==> src/rtl/mem_stage_pkg.sv <==
// mem_stage_pkg: shared load/store ALU_Control codes, FSM states and access-size decode
package mem_stage_pkg;
  localparam logic [5:0] LB = 6'h20, LH = 6'h21, LW = 6'h23, LBU = 6'h24;
  localparam logic [5:0] LHU = 6'h25, SB = 6'h28, SH = 6'h29, SW = 6'h2B;
  typedef enum logic {IDLE, WAIT} state_t;
  typedef enum logic [1:0] {SZ_BYTE, SZ_HALF, SZ_WORD} size_t;
  function automatic size_t op_size(input logic [5:0] c);
    return (c == LB || c == LBU || c == SB) ? SZ_BYTE :
           (c == LH || c == LHU || c == SH) ? SZ_HALF : SZ_WORD;
  endfunction
  function automatic logic op_unsigned(input logic [5:0] c);
    return c == LBU || c == LHU;
  endfunction
endpackage

==> src/rtl/mem_stage_if.sv <==
// mem_stage_if: data-memory request/acknowledge bus between mem_stage and the data memory
interface mem_stage_if;
  logic dmem_req, dmem_we, dmem_ack;
  logic [31:0] dmem_addr, dmem_wdata, dmem_rdata;
  logic [3:0] dmem_be;
  modport master(output dmem_req, dmem_we, dmem_addr, dmem_be, dmem_wdata, input dmem_rdata, dmem_ack);
  modport slave(input dmem_req, dmem_we, dmem_addr, dmem_be, dmem_wdata, output dmem_rdata, dmem_ack);
endinterface

==> src/rtl/mem_align.sv <==
// mem_align: byte-lane select, store replication, load extraction and misalignment detect
module mem_align
  import mem_stage_pkg::*;
(
  input  logic [5:0]  alu_ctrl,
  input  logic [1:0]  addr_lo,
  input  logic [31:0] store_data,
  input  logic [31:0] rdata,
  output logic [3:0]  be,
  output logic [31:0] wdata,
  output logic [31:0] load_data,
  output logic        misalign
);
  size_t sz;
  logic uns;
  logic [31:0] sh;
  always_comb begin
    sz = op_size(alu_ctrl);
    uns = op_unsigned(alu_ctrl);
    sh = rdata >> {addr_lo, 3'b000};
    misalign = (sz == SZ_HALF && addr_lo[0]) || (sz == SZ_WORD && addr_lo != 2'b00);
    be = sz == SZ_BYTE ? 4'b0001 << addr_lo : sz == SZ_HALF ? (addr_lo[1] ? 4'b1100 : 4'b0011) : 4'b1111;
    wdata = sz == SZ_BYTE ? {4{store_data[7:0]}} : sz == SZ_HALF ? {2{store_data[15:0]}} : store_data;
    load_data = sz == SZ_BYTE ? {{24{sh[7] & ~uns}}, sh[7:0]} :
                sz == SZ_HALF ? {{16{sh[15] & ~uns}}, sh[15:0]} : rdata;
  end
endmodule

==> src/rtl/mem_stage.sv <==
// mem_stage: pipeline MEM stage with IDLE/WAIT data-memory FSM and WB registers.
// Define MEM_FORWARDING_EN to add the MEM->EXE bypass ports.
module mem_stage
  import mem_stage_pkg::*;
(
  input  logic        CLK,
  input  logic        RESET,
  input  logic [31:0] Instr1_IN,
  input  logic [31:0] Instr1_PC_IN,
  input  logic [31:0] ALU_result1_IN,
  input  logic [4:0]  WriteRegister1_IN,
  input  logic [31:0] MemWriteData1_IN,
  input  logic        RegWrite1_IN,
  input  logic [5:0]  ALU_Control1_IN,
  input  logic        MemRead1_IN,
  input  logic        MemWrite1_IN,
  mem_stage_if.master dmem,
  output logic [31:0] Instr1_OUT,
  output logic [31:0] Instr1_PC_OUT,
  output logic [31:0] WriteData1_OUT,
  output logic [4:0]  WriteRegister1_OUT,
  output logic        RegWrite1_OUT,
  output logic        STALL_OUT,
  output logic        MisalignFault_OUT
`ifdef MEM_FORWARDING_EN
  ,
  output logic [4:0]  BypassReg1_MEMEXE,
  output logic [31:0] BypassData1_MEMEXE,
  output logic        BypassValid1_MEMEXE
`endif
);
  state_t state;
  logic mem_op, misalign, req;
  logic [3:0] be;
  logic [31:0] wdata, load_data;
  mem_align u_align (
    .alu_ctrl(ALU_Control1_IN), .addr_lo(ALU_result1_IN[1:0]), .store_data(MemWriteData1_IN),
    .rdata(dmem.dmem_rdata), .be(be), .wdata(wdata), .load_data(load_data), .misalign(misalign)
  );
  // upstream holds its inputs while stalled, so the bus stays stable through WAIT
  always_comb begin
    mem_op = MemRead1_IN | MemWrite1_IN;
    req = RESET & (state == WAIT | (mem_op & ~misalign));
    dmem.dmem_req = req;
    dmem.dmem_we = req & MemWrite1_IN;
    dmem.dmem_addr = {ALU_result1_IN[31:2], 2'b00};
    dmem.dmem_be = be;
    dmem.dmem_wdata = wdata;
    STALL_OUT = req & ~dmem.dmem_ack;
  end
  always_ff @(posedge CLK or negedge RESET)
    if (!RESET) begin
      state <= IDLE;
      Instr1_OUT <= '0;
      Instr1_PC_OUT <= '0;
      WriteData1_OUT <= '0;
      WriteRegister1_OUT <= '0;
      RegWrite1_OUT <= 1'b0;
      MisalignFault_OUT <= 1'b0;
    end else begin
      state <= STALL_OUT ? WAIT : IDLE;
      MisalignFault_OUT <= mem_op & misalign;
      RegWrite1_OUT <= ~STALL_OUT & RegWrite1_IN & ~MemWrite1_IN & ~(mem_op & misalign);
      if (!STALL_OUT) begin
        Instr1_OUT <= Instr1_IN;
        Instr1_PC_OUT <= Instr1_PC_IN;
        WriteRegister1_OUT <= WriteRegister1_IN;
        WriteData1_OUT <= (MemRead1_IN & ~misalign) ? load_data : ALU_result1_IN;
      end
    end
`ifdef MEM_FORWARDING_EN
  assign BypassReg1_MEMEXE = WriteRegister1_OUT;
  assign BypassData1_MEMEXE = WriteData1_OUT;
  assign BypassValid1_MEMEXE = RegWrite1_OUT;
`endif
endmodule

==> src/flat_wrapper.sv <==
// flat-port wrapper written by rule: the top's interface ports become plain ports
module mem_stage_flat import mem_stage_pkg::*;
  (CLK, RESET, Instr1_IN, Instr1_PC_IN, ALU_result1_IN, WriteRegister1_IN, MemWriteData1_IN, RegWrite1_IN, ALU_Control1_IN, MemRead1_IN, MemWrite1_IN, Instr1_OUT, Instr1_PC_OUT, WriteData1_OUT, WriteRegister1_OUT, RegWrite1_OUT, STALL_OUT, MisalignFault_OUT, dmem_dmem_req, dmem_dmem_we, dmem_dmem_addr, dmem_dmem_be, dmem_dmem_wdata, dmem_dmem_rdata, dmem_dmem_ack);
  mem_stage_if dmem_i ();
  input  logic CLK;
  input  logic RESET;
  input  logic [31:0] Instr1_IN;
  input  logic [31:0] Instr1_PC_IN;
  input  logic [31:0] ALU_result1_IN;
  input  logic [4:0] WriteRegister1_IN;
  input  logic [31:0] MemWriteData1_IN;
  input  logic RegWrite1_IN;
  input  logic [5:0] ALU_Control1_IN;
  input  logic MemRead1_IN;
  input  logic MemWrite1_IN;
  output logic [31:0] Instr1_OUT;
  output logic [31:0] Instr1_PC_OUT;
  output logic [31:0] WriteData1_OUT;
  output logic [4:0] WriteRegister1_OUT;
  output logic RegWrite1_OUT;
  output logic STALL_OUT;
  output logic MisalignFault_OUT;
  output wire logic [$bits(dmem_i.dmem_req)-1:0] dmem_dmem_req;
  output wire logic [$bits(dmem_i.dmem_we)-1:0] dmem_dmem_we;
  output wire logic [$bits(dmem_i.dmem_addr)-1:0] dmem_dmem_addr;
  output wire logic [$bits(dmem_i.dmem_be)-1:0] dmem_dmem_be;
  output wire logic [$bits(dmem_i.dmem_wdata)-1:0] dmem_dmem_wdata;
  input wire logic [$bits(dmem_i.dmem_rdata)-1:0] dmem_dmem_rdata;
  input wire logic [$bits(dmem_i.dmem_ack)-1:0] dmem_dmem_ack;
  assign dmem_dmem_req = dmem_i.dmem_req;
  assign dmem_dmem_we = dmem_i.dmem_we;
  assign dmem_dmem_addr = dmem_i.dmem_addr;
  assign dmem_dmem_be = dmem_i.dmem_be;
  assign dmem_dmem_wdata = dmem_i.dmem_wdata;
  assign dmem_i.dmem_rdata = dmem_dmem_rdata;
  assign dmem_i.dmem_ack = dmem_dmem_ack;
  mem_stage u_core (.CLK(CLK), .RESET(RESET), .Instr1_IN(Instr1_IN), .Instr1_PC_IN(Instr1_PC_IN), .ALU_result1_IN(ALU_result1_IN), .WriteRegister1_IN(WriteRegister1_IN), .MemWriteData1_IN(MemWriteData1_IN), .RegWrite1_IN(RegWrite1_IN), .ALU_Control1_IN(ALU_Control1_IN), .MemRead1_IN(MemRead1_IN), .MemWrite1_IN(MemWrite1_IN), .dmem(dmem_i), .Instr1_OUT(Instr1_OUT), .Instr1_PC_OUT(Instr1_PC_OUT), .WriteData1_OUT(WriteData1_OUT), .WriteRegister1_OUT(WriteRegister1_OUT), .RegWrite1_OUT(RegWrite1_OUT), .STALL_OUT(STALL_OUT), .MisalignFault_OUT(MisalignFault_OUT));
endmodule
==> config.mk <==
export PLATFORM = sky130hd
export DESIGN_NAME = mem_stage_flat
export DESIGN_NICKNAME = d
export VERILOG_FILES = /design/src/rtl/mem_stage_pkg.sv /design/src/rtl/mem_stage_if.sv /design/src/rtl/mem_align.sv /design/src/rtl/mem_stage.sv /design/src/flat_wrapper.sv
export SDC_FILE = /design/constraint.sdc
export NUM_CORES = 1
export LEC_CHECK = 0
export BUFFER_PORTS_ARGS = -buffer_cell sky130_fd_sc_hd__buf_2
export CELL_PAD_IN_SITES_DETAIL_PLACEMENT = 1
export CELL_PAD_IN_SITES_GLOBAL_PLACEMENT = 1
export CORE_MARGIN = 5
export CORE_UTILIZATION = 34
export CTS_CLUSTER_DIAMETER = 80
export CTS_CLUSTER_SIZE = 14
export DETAILED_ROUTE_END_ITERATION = 6
export PLACE_DENSITY_LB_ADDON = 0.1
export SLEW_MARGIN = 25
export SYNTH_ARGS = -nofsm -noshare
export SYNTH_HDL_FRONTEND = slang
export SYNTH_SLANG_ARGS = --single-unit
==> constraint.sdc <==
create_clock -name CLK -period 2.7 [get_ports CLK]
set_clock_uncertainty 0.05 [all_clocks]
set_input_delay 0.27 -clock CLK [delete_from_list [all_inputs] [get_ports CLK]]
set_output_delay 0.27 -clock CLK [all_outputs]
set_load 0.02 [all_outputs]
==> flow_summary_export.csv <==
group,metric,value,unit
logic_synthesis,synth_mux_area_share,19.5,%
grt,grt_busiest_layer,"met2",
finish,utilization,46.2,%
die,initial_core_util,34.4,%
clocking,cts.repair.resized,0,
clocking,clk_latency,0.35,ns
grt,grt_pass1_vias,5793,
logic_synthesis,synthTopCellsByCount,"dfrtp_1, nand2_1, mux2_2",
routing,vias_per_cell,4.89,
finish,stdcell_area,7640,um2
job,drv_cap,0,
logic_synthesis,async_reset_ff_share,100,%
power_and_ir_drop,ir_drop,0.000303,V
worst_setup_path,crit_family,"compound AO/OA/AOI/OAI gates",
logic_synthesis,syn_area,5690,um2
clocking,postCtsSetupBuffers,0,
clocking,cts_hold_buf,0,
logic_synthesis,yosys-top-cells-area,"dfrtp_1, mux2_2, buf_4",
worst_setup_path,crit_chain,"buf_2 -> nor3b_4 -> a31oi_4 -> o21ai_4 -> buf_4 -> buf_2",
clocking,tritoncts,"yes",
worst_setup_path,worstReg2RegStart,"u_core.state$_DFF_PN0_",
worst_setup_path,cp_max_fo,18,
timing,finalSetupTns,0,ns
grt,grt_pass1_wl,32.1,mm
place,hpwl,16.8,mm
grt,grt.overflow.total,0,
routing,vias,5239,
logic_synthesis,ys_seq_elements,104,
die,core,16500,um2
die,die_h,139,um
timing,tightestPinTransition,0.814,ns
grt,met2_usage,36.1,%
logic_synthesis,synth_area_leader_cell,"dfrtp_1",
die,die-area,19400,um2
worst_setup_path,cpMostUsedCell,"buf_2",
logic_synthesis,synth_edf_count,0,
place,place_congestion,0.814,
routing,drt_iter0_drc,172,
timing,period_share,83.6,%
grt,track_usage,20.6,%
routing,postRouteAntennaNets,0,
die,pin_count,351,
finish,drive_gt1_share,55.6,%
clocking,clock_sinks,104,
logic_synthesis,synth_top_cell_area_share,45.7,%
timing,setup_violations,0,
routing,wl,20.6,mm
worst_setup_path,cpPeakStageDelay,0.42,ns
clocking,cts-root-buf,"clkbuf_16",
outcome,outcome,"complete, no violations",
power_and_ir_drop,p_leak,3.75,nW
finish,area_growth,34.2,%
timing,holdWs,0.0578,ns
place,placed_area,7320,um2
logic_synthesis,synthAdderAreaFrac,0,%
grt,antenna_found_initial,1,
logic_synthesis,synth_top_family_by_area,"multiplexers",
timing,fmax,443,MHz
finish,layout.nets,1023,
logic_synthesis,synth_cells,546,
worst_setup_path,cp-startpoint,"ALU_Control1_IN[1]",
die,dieWidth,139,um
finish,n_antenna_cell,0,
logic_synthesis,ys_seq_area_share,45.7,%
logic_synthesis,synth.most_common_cell,"dfrtp_1",
logic_synthesis,synth_xor_area_share,0.154,%
power_and_ir_drop,p_per_area,548,nW/um2
clocking,path_clk_slew,0.09,ns
clocking,cts-htree-levels,3,
grt,use_met1,25.1,%
logic_synthesis,ys.flop_type,"dfrtp_1",
worst_setup_path,critPathBufInv,3,
logic_synthesis,syn_avg_cell_area,10.4,um2
clocking,cts_buffers,9,
grt,grt_max_degree,57,
logic_synthesis,synth_cell_types,39,
logic_synthesis,synthSimpleGateAreaFrac,10.3,%
worst_setup_path,start_kind,"input pin",
routing,drt-pass1-iter-count,4,
routing,route.detailed.drc,0,
timing,maxSlewHeadroom,45.7,%
worst_setup_path,required,2.38,ns
die,rows,47,
logic_synthesis,synth_warnings,0,
place,dpl_worst_slack,0.337,ns
worst_setup_path,cp-end-kind,"primary output",
min_path,hp-class,"input pin to asynchronous set/reset pin",
grt,use_met3,5.66,%
clocking,clockBufferDepth,2,
worst_setup_path,arrival,1.94,ns
place,portBuffers,348,
worst_setup_path,crit_type,"input pin to primary output",
logic_synthesis,synth_compound_area_share,13.8,%
timing,final_hold_viol_count,0,
routing,drt-wirelength-per-cell,19.2,um
timing,rsz0062_at_grt,"false",
worst_setup_path,cpMaxStageDelayCell,"o21ai_4",
timing,setup_slack,0.442,ns
timing,fin_crit,2.26,ns
timing,drv_slew,0,
[worst reg2reg max path: stages (launching register included)]
cell	delay, ns
dfrtp_1	0.35
nand2_1	0.08
o21ai_4	0.18
buf_12	0.30
mux2_2	0.39
[stage by stage]
| step | instances | total power [mW] |
|---|---|---|
| 2_1_floorplan | 547 | 2.39 |
| 3_3_place_gp | 1055 | 2.81 |
| 3_5_place_dp | 1055 | 2.84 |
| 4_1_cts | 1071 | 4.25 |
| 5_1_grt | 1071 | 4.40 |
| 6_report | 1071 | 4.18 |
[state kept, by name, summed over array words and instances, names as in the netlist]
register and cells:
u_core.WriteData1_OUT 32, u_core.state 1, u_core.WriteRegister1_OUT 5, u_core.Instr1_PC_OUT 32, u_core.MisalignFault_OUT 1, u_core.Instr1_OUT 32, u_core.RegWrite1_OUT 1
[power by group]
| group | leakage [nW] | internal, mW | switching (mW) | total, mW |
|---|---|---|---|---|
| Combinational | 2.38 | 0.404 | 0.635 | 1.04 |
| Sequential | 1.22 | 1.69 | 0.0629 | 1.75 |
| Clock | 0.154 | 0.747 | 0.648 | 1.40 |
| Total | 3.75 | 2.84 | 1.35 | 4.18 |
[layer usage]
layer	routed length (um)	up-vias
met5	7	-
met4	355	2
met3	1650	25
met2	10200	222
met1	8350	2503
li1	-	2487
[cells in the final DEF, fill, tap and decap left out, drive strengths merged, types with 3 or more instances in the layout]
cell type	n
o21ai	35
o221a	6
nand2	85
buf	366
clkbuf	10
nand4	6
inv	15
o31ai	19
a41oi	6
a21oi	13
mux2	79
mux2i	22
and2	4
a2bb2oi	5
a221oi	8
o22ai	7
nor2b	3
nor2	36
a31oi	4
dfrtp	104
[worst paths after layout]
check | endpoint | slack, ns | cells after the start
worst min register to register | u_core.WriteData1_OUT[27]$_DFFE_PN0N_ | 0.43 | 2
max in group asynchronous | u_core.WriteData1_OUT[21]$_DFFE_PN0N_ | 1.40 | 3
worst max-delay path | STALL_OUT | 0.44 | 6
worst max register to register | u_core.Instr1_OUT[11]$_DFFE_PN0N_ | 1.24 | 4
min in group CLK | u_core.RegWrite1_OUT$_DFF_PN0_ | 0.09 | 2
worst min-delay path | u_core.WriteData1_OUT[11]$_DFFE_PN0N_ | 0.06 | 2
[layout make-up]
cell class	count	area, um2
Tap cell	220	275
Fill cell	1989	8890
Timing Repair Buffer	366	1900
Inverter	12	45.0
Clock buffer	10	229
Sequential cell	104	2600
Clock inverter	6	86.3
Multi-Input combinational cell	353	2490
[cell families after synthesis]
logic type | count (synthesis)
AO/OA/AOI/OAI | 110
XOR/XNOR | 1
buffers and inverters | 90
flip-flops | 104
multiplexers | 101
other | 1
AND/OR/NAND/NOR | 139
Note: power is estimated with default switching activity, not from simulation.
